### config.mk
export PLATFORM = sky130hd
export DESIGN_NAME = tetris_move_ctrl
export DESIGN_NICKNAME = d
export VERILOG_FILES = /design/src/rtl/tetris_move_ctrl.sv
export SDC_FILE = /design/constraint.sdc
export NUM_CORES = 1
export LEC_CHECK = 0
export CAP_MARGIN = 30
export CORE_ASPECT_RATIO = 1.5
export CORE_MARGIN = 2
export CORE_UTILIZATION = 30
export DETAILED_ROUTE_END_ITERATION = 12
export MAX_ROUTING_LAYER = met4
export SETUP_SLACK_MARGIN = 0.5
export SYNTH_ARGS = -nofsm -noshare
export SYNTH_HDL_FRONTEND = slang
export SYNTH_SLANG_ARGS = --single-unit
### constraint.sdc
create_clock -name clk -period 2.3 [get_ports clk]
set_input_delay 0.23 -clock clk [delete_from_list [all_inputs] [get_ports clk]]
set_output_delay 0.23 -clock clk [all_outputs]
set_load 0.02 [all_outputs]
### src/rtl/tetris_move_ctrl.sv
// tetris_move_ctrl: button/gravity command generator for the falling block.
// Emits one-cycle drop/left/right pulses (one per two cycles) and landed.
//
// Ports:
//   clk, rst_n             clock, async active-low reset
//   btn_left/right/down    raw asynchronous buttons
//   pause                  freezes motion, clears pending requests
//   block_pos_x/y          current block position (boundary checks)
//   drop/left/right        one-cycle move pulses, mutually exclusive
//   landed                 gravity fired with the block on the bottom row
module tetris_move_ctrl #(
    parameter int GRAV_TICKS = 25_000_000,
    parameter int SOFT_TICKS = 2_500_000,
    parameter int DEB_CYCLES = 500_000,
    parameter int REP_DELAY  = 10_000_000,
    parameter int REP_RATE   = 2_500_000,
    parameter int FIELD_W    = 10,
    parameter int FIELD_H    = 20
) (
    input  logic       clk,
    input  logic       rst_n,
    input  logic       btn_left,
    input  logic       btn_right,
    input  logic       btn_down,
    input  logic       pause,
    input  logic [4:0] block_pos_x,
    input  logic [4:0] block_pos_y,
    output logic       drop,
    output logic       left,
    output logic       right,
    output logic       landed
);

    localparam int GMAX = (GRAV_TICKS > SOFT_TICKS) ? GRAV_TICKS : SOFT_TICKS;
    localparam int RMAX = (REP_DELAY > REP_RATE) ? REP_DELAY : REP_RATE;
    localparam int GW = (GMAX > 1) ? $clog2(GMAX) : 1;
    localparam int DW = (DEB_CYCLES > 1) ? $clog2(DEB_CYCLES) : 1;
    localparam int RW = (RMAX > 1) ? $clog2(RMAX) : 1;

    localparam logic [GW-1:0] G_LAST  = GW'(GRAV_TICKS - 1);
    localparam logic [GW-1:0] S_LAST  = GW'(SOFT_TICKS - 1);
    localparam logic [DW-1:0] D_LAST  = DW'(DEB_CYCLES - 1);
    localparam logic [RW-1:0] RD_LAST = RW'(REP_DELAY - 1);
    localparam logic [RW-1:0] RR_LAST = RW'(REP_RATE - 1);
    localparam logic [4:0]    X_LAST  = 5'(FIELD_W - 1);
    localparam logic [4:0]    Y_LAST  = 5'(FIELD_H - 1);

    typedef enum logic [1:0] {
        IDLE   = 2'd0,
        DELAY  = 2'd1,
        REPEAT = 2'd2
    } hstate_t;

    // Bit order for button vectors: [0]=left, [1]=right, [2]=down
    logic [2:0]         btn_raw;
    logic [2:0]         sync1;
    logic [2:0]         sync2;
    logic [2:0]         deb;
    logic [1:0]         deb_q;
    logic [2:0][DW-1:0] deb_cnt;

    assign btn_raw = {btn_down, btn_right, btn_left};

    always_ff @(posedge clk or negedge rst_n) begin
        if (!rst_n) begin
            sync1   <= '0;
            sync2   <= '0;
            deb     <= '0;
            deb_q   <= '0;
            deb_cnt <= '0;
        end else begin
            sync1 <= btn_raw;
            sync2 <= sync1;
            deb_q <= deb[1:0];
            for (int i = 0; i < 3; i++) begin
                if (sync2[i] != deb[i]) begin
                    if (deb_cnt[i] == D_LAST) begin
                        deb[i]     <= ~deb[i];
                        deb_cnt[i] <= '0;
                    end else begin
                        deb_cnt[i] <= deb_cnt[i] + 1'b1;
                    end
                end else begin
                    deb_cnt[i] <= '0;
                end
            end
        end
    end

    // Horizontal auto-repeat, index 0 = left, 1 = right
    hstate_t            st   [2];
    hstate_t            st_n [2];
    logic [1:0][RW-1:0] rcnt;
    logic [1:0][RW-1:0] rcnt_n;
    logic [1:0]         hset;
    logic               both;

    assign both = deb[0] & deb[1];

    always_ff @(posedge clk or negedge rst_n) begin
        if (!rst_n) begin
            st[0] <= IDLE;
            st[1] <= IDLE;
            rcnt  <= '0;
        end else begin
            st[0] <= st_n[0];
            st[1] <= st_n[1];
            rcnt  <= rcnt_n;
        end
    end

    always_comb begin
        st_n[0] = st[0];
        st_n[1] = st[1];
        rcnt_n  = rcnt;
        hset    = '0;
        for (int d = 0; d < 2; d++) begin
            if (both || !deb[d]) begin
                st_n[d]   = IDLE;
                rcnt_n[d] = '0;
            end else begin
                unique case (st[d])
                    IDLE: begin
                        // Only a fresh press arms; a button still held
                        // after a two-button conflict stays idle.
                        if (!deb_q[d]) begin
                            st_n[d]   = DELAY;
                            rcnt_n[d] = '0;
                            hset[d]   = 1'b1;
                        end
                    end
                    DELAY: begin
                        if (!pause) begin
                            if (rcnt[d] == RD_LAST) begin
                                st_n[d]   = REPEAT;
                                rcnt_n[d] = '0;
                                hset[d]   = 1'b1;
                            end else begin
                                rcnt_n[d] = rcnt[d] + 1'b1;
                            end
                        end
                    end
                    REPEAT: begin
                        if (!pause) begin
                            if (rcnt[d] == RR_LAST) begin
                                rcnt_n[d] = '0;
                                hset[d]   = 1'b1;
                            end else begin
                                rcnt_n[d] = rcnt[d] + 1'b1;
                            end
                        end
                    end
                    default: st_n[d] = IDLE;
                endcase
            end
        end
    end

    // Gravity; >= makes a shortened period wrap at once
    logic [GW-1:0] gcnt;
    logic [GW-1:0] g_last;
    logic          wrap;

    assign g_last = deb[2] ? S_LAST : G_LAST;
    assign wrap   = !pause && (gcnt >= g_last);

    // Arbitration: drop > left > right, with a gap cycle after a move
    logic pend_d;
    logic pend_l;
    logic pend_r;
    logic gap;
    logic can;
    logic gnt_d;
    logic gnt_l;
    logic gnt_r;
    logic land;

    assign gap   = drop | left | right;
    assign can   = !gap && !pause;
    assign gnt_d = can && pend_d;
    assign gnt_l = can && !pend_d && pend_l;
    assign gnt_r = can && !pend_d && !pend_l && pend_r;
    assign land  = gnt_d && (block_pos_y == Y_LAST);

    always_ff @(posedge clk or negedge rst_n) begin
        if (!rst_n) begin
            gcnt <= '0;
        end else if (pause) begin
            gcnt <= gcnt;
        end else if (land || wrap) begin
            gcnt <= '0;
        end else begin
            gcnt <= gcnt + 1'b1;
        end
    end

    always_ff @(posedge clk or negedge rst_n) begin
        if (!rst_n) begin
            pend_d <= 1'b0;
            pend_l <= 1'b0;
            pend_r <= 1'b0;
            drop   <= 1'b0;
            left   <= 1'b0;
            right  <= 1'b0;
            landed <= 1'b0;
        end else if (pause) begin
            pend_d <= 1'b0;
            pend_l <= 1'b0;
            pend_r <= 1'b0;
            drop   <= 1'b0;
            left   <= 1'b0;
            right  <= 1'b0;
            landed <= 1'b0;
        end else begin
            // A new request in the consume cycle keeps the bit set
            pend_d <= wrap | (pend_d & ~gnt_d);
            if (both) begin
                pend_l <= 1'b0;
                pend_r <= 1'b0;
            end else begin
                pend_l <= hset[0] | (pend_l & ~gnt_l);
                pend_r <= hset[1] | (pend_r & ~gnt_r);
            end
            drop   <= gnt_d && !land;
            landed <= land;
            left   <= gnt_l && (block_pos_x != 5'd0);
            right  <= gnt_r && (block_pos_x != X_LAST);
        end
    end

endmodule

After elaboration in Yosys (flattened, before gate mapping)
Index checks and enable logic that the tools add are counted.
{"block": "totals", "output_inout_bits": 4, "input_bits": 16, "ff_bits": 152, "word_cells": 157}
{"block": "classes", "bitwise_logic": 15, "muxes": 55, "eq_ne": 26, "add_sub_neg": 6, "order_cmp": 1, "n_reduce_logical": 33}
{"op": "two-way mux 24 bit", "n": 12}
{"op": "one-hot mux 24 bit (3 select lines)", "n": 2}
{"op": "two-way mux 19 bit", "n": 6}
{"op": "adder 19 x 1 -> 19 bit (second input constant)", "n": 3}
{"op": "== test 19 bit (second input constant)", "n": 3}
{"op": "two-way mux 25 bit", "n": 2}
{"op": "adder 24 x 1 -> 24 bit (second input constant)", "n": 2}
{"op": "== test 24 x 22 -> 1 bit (second input constant)", "n": 2}
{"op": "== test 24 bit (second input constant)", "n": 2}
{"op": "adder 25 x 1 -> 25 bit (second input constant)", "n": 1}
{"op": ">= comparator 25 bit", "n": 1}
{"op": "!= test 3 bit (second input constant)", "n": 8}
{"op": "two-way mux 1 bit", "n": 21}
{"op": "two-way mux 2 bit", "n": 8}
{"op": "AND reduction 4 bit", "n": 4}
{"op": "one-hot mux 2 bit (3 select lines)", "n": 2}
{"op": "logical AND 1 bit", "n": 11}
{"op": "nonzero test 4 bit", "n": 2}
{"op": "zero test 1 bit", "n": 7}
{"op": "inverter 1 bit", "n": 6}
{"op": "one-hot mux 1 bit (3 select lines)", "n": 2}
{"op": "AND reduction 2 bit", "n": 3}
{"op": "== test 5 bit (second input constant)", "n": 1}
{"op": "!= test 5 x 4 -> 1 bit (second input constant)", "n": 1}
{"op": "9 further kinds", "n": 24}

Longest topological paths before layout
{"block": "logic_depth", "depth_word": 12, "mapped_depth": 10, "mapped_depth_nobuf": 8}

Worst setup path before layout
Ideal clock, no wire load.
{"block": "synth_timing", "path_kind": "register to register", "start": "reg deb[2]", "end": "reg gcnt[15]", "n_path_buf": 1, "setup_ns": 0.086, "synth_period_minus_slack_ns": 2.360, "stages_incl_launch_ff": 9, "arrival_ns": 2.274, "setup_slack_ns": -0.060, "required_ns": 2.214, "cell_sequence": "dfrtp_1 > ha_1 > a21oi_1 > a21oi_1 > or3b_2 > a41oi_2 > nor2_1 > buf_2 > nor3_1"}
{"block": "synth_via", "elab_chain_len": 5}
{"item": "from (decl)", "line_no": "58", "rtl": "logic [2:0] deb;"}
{"item": "from (signal, indexed assignment)", "line_no": "78", "rtl": "deb[i] <= ~deb[i];"}
{"item": "two-way mux 25 bit", "line_no": "164", "rtl": "assign g_last = deb[2] ? S_LAST : G_LAST;"}
{"item": ">= comparator 25 bit", "line_no": "165", "rtl": "assign wrap = !pause && (gcnt >= g_last);"}
{"item": "logical AND 1 bit", "line_no": "165"}
{"item": "logical OR 1 bit", "line_no": "190", "rtl": "end else if (land || wrap) begin"}
{"item": "two-way mux 25 bit", "line_no": "190"}
{"item": "to (signal assigned)", "line_no": "189", "rtl": "gcnt <= gcnt;"}
{"item": "to (signal assigned)", "line_no": "193", "rtl": "gcnt <= gcnt + 1'b1;"}
{"item": "to (decl)", "line_no": "160", "rtl": "logic [GW-1:0] gcnt;"}
Every way passes these cells.
A chain may end at the register's enable or synchronous reset.

Worst setup path after layout
{"block": "layout_timing", "start": "reg rcnt[34] (netlist name)", "end": "reg rcnt[42] (netlist name)"}
{"block": "layout_via", "elab_chain_len": 5, "elab_cells_between_ends": 9, "classes_between": "add/sub: 1; eq/ne: 2; mux: 6"}
{"item": "from (decl)", "line_no": "93", "rtl": "logic [1:0][RW-1:0] rcnt;"}
{"item": "from (signal assigned)", "line_no": "108", "rtl": "rcnt <= rcnt_n;"}
{"item": "adder 24 x 1 -> 24 bit, or another cell as far along", "line_no": "139, 149"}
{"item": "two-way mux 24 bit (on tied branches)", "line_no": "145, 134"}
{"item": "two-way mux 24 bit (on tied branches)", "line_no": "144, 133"}
{"item": "one-hot mux 24 bit (3 select lines) *", "line_no": "122", "rtl": "unique case (st[d])"}
{"item": "two-way mux 24 bit *", "line_no": "118", "rtl": "if (both || !deb[d]) begin"}
Every way passes the cells marked *; elsewhere a longest branch is shown, timed or not. The select of a mux whose other input is x is not followed.

==> results.ini <==
[route]
wirelength_um = 22900
drt-initial-drc-count = 389
vias = 7330
vias_per_cell = 5.28
route.detailed.drc = 0
first_pass_iters = 5
antenna_left = 0
wl_per_cell_um = 16.5

[power]
comb_power_share_pct = 5.9
p_sw_share_pct = 24.5
worst_ir_drop_vdd_mv = 0.574
power_density_nw_per_um2 = 491
p_leak_nw = 4.84
p_seq_share_pct = 47.7
pwr-share-clk_pct = 46.4
switchingPower_w = 0.00145
internal_power_w = 0.00446
report.power.total_w = 0.00591

[logic_synthesis]
yosysTopAreaCell = dfrtp_1
dominantRegCellSynth = dfrtp_1
yosysWarnings = 0
syn-mean-instance-area_um2 = 9.36
synth_area_leaders = dfrtp_1, ha_1, nor2_1, nand2_1, xnor2_1
synth_enable_flop_cells = 0
syn_area_um2 = 8240
async_flop_share_pct = 100
synth.net_count = 927
yosysSeqAreaShare_pct = 46.1
syn_inst = 881
yosys.area.top_type_share_pct = 46.1
ys_ff_latch = 152
ys_types = 63

[critical_path]
worstPathRequired_ns = 2.60
path_buf_inv = 3
crit_path_start_kind = flop
crit_family = compound AO/OA/AOI/OAI gates
path_common_cell = buf_12
worstReg2RegEnd = rcnt[42]$_DFFE_PN0P_
arrival_ns = 2.61
crit_path_end_kind = flop
cp_max_fo = 5
max_stage_delay_ns = 0.49
r2r_start = rcnt[34]$_DFFE_PN0P_
reg2regPathDepth = 9
crit_type = flop to flop
crit_chain = nor4b_4 -> nand4b_1 -> o21ai_4 -> a21oi_4 -> buf_12 -> buf_12 -> buf_16 -> a21oi_2 -> a31oi_1
r2r_slack_ns = -0.004
critPathSlowestCell = dfrtp_1

[floorplan]
die_h_um = 207
initial_core_util_pct = 30.4
ios = 20
die_w_um = 139
num_rows = 74
core_um2 = 27100
die_area_um2 = 28800

[sta]
postLayoutSetupSlackWorst_ns = -0.00415
rsz0062_at_grt = yes
finalHoldViolations = 0
worst_pin_slew_ns = 0.590
fmax_mhz = 434
period_share_pct = 100
period_needed_ns = 2.30
maxSlewViolCount = 0
finClkSkew_ns = 0.00881
setup_viol = 1
max_slew_margin_pct = 60.7

[clock_tree]
cts_max_level = 4
clkSlewWorstSetupHoldPaths_ns = 0.07
cts_tree = built
root_buffer = clkbuf_16
clk_path_buf_depth = 2
cts.sinks = 152
cts_buffers = 17
clock_latency_ns = 0.43

[global_route]
track_usage_pct = 15.2
grt_pass1_vias = 7291
grt_max_degree = 46
grt_pass1_wl_um = 35200
gr-total-overflow = 0
antenna_found_initial = 0

[hold_path]
hp-start = btn_down
min_to = sync1[2]$_DFF_PN0_
hold_path_class = primary input to flop
min_path_cells = 1

[layout]
fillers = 2457
fin_nets = 1078
drive_gt1_share_pct = 35.7
diodes = 0
area_growth_syn_to_layout_pct = 46.1
final_util_pct = 44.4
ff_latch_area_um2 = 3820
multiInputGateArea_um2 = 5490

[placed_design]
portBuffers = 19
gp_congestion = 0.791
place_hpwl_um = 12400

[outcome]
violations = setup timing
status = finished with violations

[run]
drv_cap = 0

-- layer usage --
layer	part of all wire, %	vias up	global-route usage, %
met5	0	-	-
met4	3.2	0	7.14
met3	3.0	63	2.94
met2	53	151	25.9
met1	41	3633	17.0
li1	-	3483	-
-- cell usage in the layout (no fill, tap or decap), types with 7 or more instances in the layout --
master and instances:
a21oi_1 11, buf_6 29, buf_4 83, o21ai_2 16
nor2_1 91, nand3_2 13, o311ai_2 8, clkbuf_16 18
a31oi_1 18, xor2_1 37, xnor2_1 37, nand2_4 8
a21oi_2 17, buf_16 8, nor3_2 12, nand2_1 80
nand4_1 21, clkdlybuf4s50_1 18, ha_4 14, o21ai_0 10
ha_1 13, nand3_1 49, dfrtp_2 16, buf_12 11
nor3_1 23, inv_1 22, dfrtp_1 136, and3_1 21
or2_2 7, nand2b_1 9
-- sequential cells by signal, indices dropped and copies added, names as in the netlist, 2 cells and up --
name	flops
deb	3
deb_cnt	57
deb_q	2
gcnt	25
rcnt	48
st	4
sync1	3
sync2	3
-- worst reg2reg max path, delay by kind of cell (launching register included) --
| kind | cells | cell delay [ns] |
|---|---|---|
| DFF | 1 | 0.49 |
| buffers and inverters | 3 | 0.43 |
| and+or+nand+nor | 2 | 0.63 |
| AOI/OAI and AO/OA | 4 | 0.64 |
-- area by class of cell --
cell class / count / area share, %
clock inverter: 11 / 0.831
sequential: 152 / 31.8
multi-input combinational: 681 / 45.6
inverter: 27 / 0.883
tap: 342 / 3.55
timing repair buffer: 153 / 13.5
clock buffer: 21 / 3.91
-- worst max-delay path by stage --
stage / slack, ns / end / start / cells after the start
final: -0.004 / rcnt[42]$_DFFE_PN0P_ / rcnt[34]$_DFFE_PN0P_ / 9
after global routing: -0.05 / rcnt[42]$_DFFE_PN0P_ / rcnt[43]$_DFFE_PN0P_ / 9
after CTS: 0.09 / gcnt[0]$_DFFE_PN0N_ / deb[2]$_DFFE_PN0P_ / 9
after detailed placement: 0.004 / gcnt[19]$_DFFE_PN0N_ / deb[2]$_DFFE_PN0P_ / 9
after global placement: 0.11 / gcnt[20]$_DFFE_PN0N_ / deb[2]$_DFFE_PN0P_ / 9
after floorplan: 0.19 / gcnt[15]$_DFFE_PN0N_ / deb[2]$_DFFE_PN0P_ / 8
-- power by group through the flow --
stage | clock [W] | combinational (W) | sequential (W)
2_1_floorplan | 0 | 0.000183 | 0.00285
3_3_place_gp | 0 | 0.000305 | 0.00286
5_1_grt | 0.00291 | 0.000395 | 0.00283
6_report | 0.00274 | 0.000348 | 0.00282
4_1_cts | 0.00279 | 0.000333 | 0.00282
3_5_place_dp | 0 | 0.000313 | 0.00287
-- what timing repair did --
item	in CTS	in global routing
cloned	11	4
resized for setup	130	116
buffers inserted	64	22
pin swaps	64	47
endpoints found under the hold margin	39	0
hold buffers	1	0
endpoints found under the setup margin	134	136
-- cell usage after synthesis (5+ instances only) --
master and number:
dfrtp_1 152, nor2_1 96, nand2_1 89, nand3_1 66
xnor2_1 38, xor2_1 37, nor3_1 36, a21oi_1 33
o21ai_0 32, ha_1 30, inv_1 27, a31oi_1 24
and3_1 24, nand4_1 21, clkbuf_1 11, nand2b_1 11
nor4_1 11, or2_2 10, and2_1 9, and4_1 9
buf_2 9, o311ai_1 9, nor4b_1 8, a21o_1 6
nor4bb_1 6, or3_1 6, nor2b_1 5
-- cell families (layout without fill, tap and decap cells) --
logic type	Yosys count	count (layout)	synth area share (%)
AOI/OAI and AO/OA	138	138	10.9
xor gates and xnor gates	75	75	7.97
adders and majority gates	30	30	4.55
buffers and inverters	52	212	2.87
DFF	152	152	46.1
muxes	3	3	0.395
and+or+nand+nor	431	435	27.2
-- per-stage QoR --
step                      TNS (ns)  cells  hold slack [ns]  setup WS [ns]  cell area, um2
final                     -0.00415   1387            0.234       -0.00415           12000
after global routing        -0.408   1387            0.221        -0.0533           12000
after CTS                        0   1361            0.224         0.0916           11200
after detailed placement         0   1253            0.184        0.00381            9350
after global placement           0   1253            0.183          0.110            9350
after floorplan                  0    881          -0.0656          0.187            8620
(Power assumes the default switching activity.)
==> patch 1, RTL diff (same settings) <==
Register the input `btn_down` before use, with the module's reset. The logic sees it one clock later. The other inputs are not delayed to match.
--- a/src/rtl/tetris_move_ctrl.sv
+++ b/src/rtl/tetris_move_ctrl.sv
@@ -51,6 +51,16 @@
         REPEAT = 2'd2
     } hstate_t;
 
+    logic btn_down_q;
+
+    always_ff @(posedge clk or negedge rst_n) begin
+        if (!rst_n) begin
+            btn_down_q <= '0;
+        end else begin
+            btn_down_q <= btn_down;
+        end
+    end
+
     // Bit order for button vectors: [0]=left, [1]=right, [2]=down
     logic [2:0]         btn_raw;
     logic [2:0]         sync1;
@@ -59,7 +69,7 @@
     logic [1:0]         deb_q;
     logic [2:0][DW-1:0] deb_cnt;
 
-    assign btn_raw = {btn_down, btn_right, btn_left};
+    assign btn_raw = {btn_down_q, btn_right, btn_left};
 
     always_ff @(posedge clk or negedge rst_n) begin
         if (!rst_n) begin
Check against the original RTL: same outputs for any inputs over 10 cycles, from zero or initial values and one cycle with rst_n low; that may be too few to reach the edited logic, so the function may still have changed.
==> patch 1 against the original RTL <==
Wire length shrank 8.0%. Area after synthesis grew 0.41%. Worst setup slack gained 0.053 ns. Count of clock-buffer cells in the layout shrank 2. Sequential cell count grew 1. Critical path type unchanged. Design area shrank 1.4%. Via count shrank 2.6%. Clock power grew 5%. Critical path depth grew 1. Critical endpoint is now gcnt[2]$_DFFE_PN0N_. Power grew 4.3%.
==> patch 1: results (changes against the original RTL) <==
| Metric | Value |
|---|---|
| Largest net degree at the start of global routing | `65 (+41%)` |
| Top cells by instance count after synthesis | `dfrtp_1 (153), nor2_1 (129), nand2_1 (85), nand3_1 (62), xor2_1 (46)` |
| Crit path max fanout | `6 (+1)` |
| Reg-to-Reg Start | `deb[2]$_DFFE_PN0P_` |
| Min-Delay Endpoint | `sync1[1]$_DFF_PN0_` |
| Initial drt markers | `409 (+5.1%)` |
| Peak supply drop | `0.0004884 V (-15%)` |
| Vias per inst | `5.156 (-2.4%)` |
| First-pass GRT wire length | `34530 µm (-2.0%)` |
| Least-Margin Pin Slew | `0.4674 ns (-0.1225 ns)` |
| Complex-gate fraction of the synthesized area | `10.32% (-0.57 points)` |
| Clock Skew | `0.007498 ns (-0.001311 ns)` |
| Post-synthesis adder-cell area fraction | `4.383% (-0.17 points)` |
| Total Nets Final | `1074 (-0.37%)` |
| DR WL/cell | `15.22 µm (-7.8%)` |
| Post-synthesis xor/xnor area fraction | `8.993% (+1.0 points)` |
| Hold_ws | `0.2371 ns (+0.003430 ns)` |
| Min-delay src | `btn_right` |
| Share of the yosys chip area belonging to registers | `46.25% (+0.11 points)` |
| Outcome | `finished, final reports clean` |
| Total track usage | `14.66% (-0.52 points)` |
| Vias in the first global route | `7286 (-0.069%)` |
| Critical path arrival | `2.62 ns (about the same)` |
| Cell leakage power | `4.770 nW (-1.4%)` |
| Worst Reg2Reg Path Length in Cells | `10 (+1)` |
| Layout cells sized above 1 | `34.74% (-0.95 points)` |
[patch 1: cell types whose count changed in the layout (fill, tap and decap cells not counted), sizes merged, moves of 9 or more]
cell	delta
nor2	+33
nor3	-15
nand4	+14
a21oi	-9
o21ai	-9
o311ai	-9
xor2	+9
[patch 1: kinds of logic (layout without fill, tap and decap cells)]
| kind of cell | count (synthesis) | after routing |
|---|---|---|
| XOR/XNOR | 85 | 85 |
| AND/OR/NAND/NOR | 441 | 443 |
| AO/OA/AOI/OAI | 122 | 123 |
| multiplexers | 2 | 2 |
| buffers and inverters | 55 | 207 |
| flip-flops | 153 | 153 |
| adder cells (fa/ha/maj) | 29 | 29 |
[patch 1: worst max path at each step]
stage | cells past startpoint | from | end | slack, ns
after floorplan | 8 | deb[2]$_DFFE_PN0P_ | gcnt[21]$_DFFE_PN0N_ | 0.13
after global placement | 7 | deb[2]$_DFFE_PN0P_ | gcnt[4]$_DFFE_PN0N_ | 0.05
after detailed placement | 7 | deb[2]$_DFFE_PN0P_ | gcnt[4]$_DFFE_PN0N_ | 0.03
after CTS | 9 | deb[2]$_DFFE_PN0P_ | gcnt[4]$_DFFE_PN0N_ | 0.09
after global routing | 9 | deb[2]$_DFFE_PN0P_ | gcnt[2]$_DFFE_PN0N_ | -0.04
final | 10 | deb[2]$_DFFE_PN0P_ | gcnt[2]$_DFFE_PN0N_ | 0.05
[patch 1: layer usage]
layer	track usage, %	wire [µm]	vias up	share of wire [%]
li1	-	-	3429	-
met1	16.81	8872	3560	42
met2	25.42	11080	104	53
met3	2.537	601	43	2.9
met4	5.759	514	0	2.4
met5	-	0	-	0
[patch 1: worst max-delay path, cell delays in order, from the launching register on]
cell and delay (ns):
dfrtp_2 0.43, buf_12 0.16, buf_6 0.12, ha_4 0.19
and4b_1 0.22, and3_4 0.16, a211oi_4 0.26, buf_4 0.16
and2b_2 0.22, nand3b_1 0.12, a21oi_2 0.14
[patch 1: through the flow]
step | worst slack (ns) | instances | util, % | cell area [µm²]
final | 0.04860 | 1384 | 43.62 | 11870
after global routing | -0.04299 | 1384 | 43.62 | 11870
after CTS | 0.09177 | 1363 | 40.55 | 11040
after detailed placement | 0.02945 | 1275 | 34.44 | 9375
after global placement | 0.04564 | 1275 | 34.44 | 9375
after floorplan | 0.1295 | 887 | - | 8468
[patch 1: final cells by class]
type / count / area (µm²)
Tap cell: 342 / 427.9
Clock inverter: 13 / 166.4
Clock buffer: 19 / 432.9
Inverter: 27 / 113.9
Multi-Input combinational cell: 682 / 5449
Fill cell: 2487 / 15350
Sequential cell: 153 / 3847
Timing Repair Buffer: 148 / 1435
[patch 1: where the power goes]
part	switching [mW]	internal [mW]	leakage, nW
clock network	1.16	1.72	0.296
logic	0.256	0.193	2.41
registers	0.0767	2.77	2.06
==> patch 2, RTL diff (same settings) <==
Without the edit above. `SOFT_TICKS`: 2_500_000 -> 1_250_000.
--- a/src/rtl/tetris_move_ctrl.sv
+++ b/src/rtl/tetris_move_ctrl.sv
@@ -10,7 +10,7 @@
 //   landed                 gravity fired with the block on the bottom row
 module tetris_move_ctrl #(
     parameter int GRAV_TICKS = 25_000_000,
-    parameter int SOFT_TICKS = 2_500_000,
+    parameter int SOFT_TICKS = 1_250_000,
     parameter int DEB_CYCLES = 500_000,
     parameter int REP_DELAY  = 10_000_000,
     parameter int REP_RATE   = 2_500_000,
Check against the original RTL: same outputs for any inputs over 10 cycles, from zero or initial values and one cycle with rst_n low; that may be too few to reach the edited logic, so the function may still have changed.
==> patch 2 against the original RTL <==
The flow still finishes with violations (negative setup slack). Critical path depth is 2 lower. Power is 1.5% lower. Design area is 10% lower. Sequential cell count stayed put. Wire length is 18% lower. Hold slack better by 0.00094 ns. Clock power is 4% lower. Area after synthesis is 2.0% lower. Count of clock-buffer cells in the layout is 1 lower. Worst setup slack worse by 0.21 ns. Non-clock buffer count is 18 lower. Sequential share of layout area is 3.4 points higher.
==> patch 2: results (changes against the original RTL) <==
| Metric | Value |
|---|---|
| Filler cell count | `2576 (+4.8%)` |
| Final setup vio count | `55 (+54)` |
| Outcome | `finished, violations left` |
| Seq/total area | `35.14% (+3.4 points)` |
| Final clock-cell share | `5.015% (+0.28 points)` |
| Combinational Power Share | `6.5% (+0.6 points)` |
| PwrDens | `537.7 nW/µm² (+9.5%)` |
| Fraction of area in multi-input gates | `43.68% (-1.9 points)` |
| Count of TritonRoute iterations in the first routing pass | `4 (-1)` |
| Total Nets Final | `1025 (-4.9%)` |
| First-pass GRT wire length | `31860 µm (-9.6%)` |
| Worst-Skew Late Latency | `0.45 ns (+0.02 ns)` |
| GPL Wtd Cong | `0.8274 (+4.5%)` |
| DPL Wire Length | `12510 µm (+1.1%)` |
| Synthesized Nets | `888 (-4.2%)` |
| Family with the most delay on the worst path | `simple AND/OR/NAND/NOR gates` |
| Metal-1 WL | `7848 µm (-17%)` |
| Post-synth cell types | `52 (-17%)` |
| Full die area | `28300 µm² (-1.9%)` |
| Peak supply drop | `0.0005885 V (+2.5%)` |
| Share of the yosys chip area belonging to registers | `47.06% (+0.92 points)` |
| Logic inverters | `22 (-19%)` |
| Vias per inst | `4.974 (-5.9%)` |
| Top-area cell type share of the netlist area | `47.06% (+0.92 points)` |
| Worst Reg2Reg Path Length in Cells | `7 (-2)` |
| FFs & Latches | `152 (unchanged)` |
| Failing checks | `negative setup slack` |
| Min-Delay Endpoint | `sync1[1]$_DFF_PN0_` |
| Placed cells | `1265 (+0.96%)` |
| P_int | `4.399 mW (-1.5%)` |
| Total track usage | `14.03% (-1.2 points)` |
| Setup ws final | `-0.2163 ns (-0.2121 ns)` |
| Setup WS pre-CTS | `-0.3067 ns (-0.3105 ns)` |
| Layout cells sized above 1 | `25.73% (-10 points)` |
| Clk pwr | `2.63 mW (-4%)` |
[patch 2: through the flow]
step / cell area (µm²) / TNS, ns
6_report: 10830 / -8.052
5_1_grt: 10830 / -13.84
4_1_cts: 10340 / -6.995
3_5_place_dp: 9410 / -6.319
3_3_place_gp: 9410 / -6.193
2_1_floorplan: 8253 / -1.843
[patch 2: cells by family (layout without fill, tap and decap cells)]
| kind of cell | count (synthesis) | count (layout) | share of synthesized area [%] |
|---|---|---|---|
| AOI/OAI and AO/OA | 80 | 80 | 6.904 |
| xor gates and xnor gates | 103 | 103 | 11.16 |
| adders and majority gates | 31 | 31 | 4.799 |
| buffers and inverters | 43 | 189 | 2.430 |
| DFF | 152 | 152 | 47.06 |
| muxes | 5 | 5 | 0.6811 |
| and+or+nand+nor | 427 | 431 | 26.97 |
[patch 2: repair_timing]
action	4_1_cts	5_1_grt
gates cloned	3	5
endpoints found under the setup margin	134	124
setup buffers	12	10
pin swaps	19	33
hold buffers	1	0
gates resized for setup	56	89
endpoints found under the hold margin	47	0
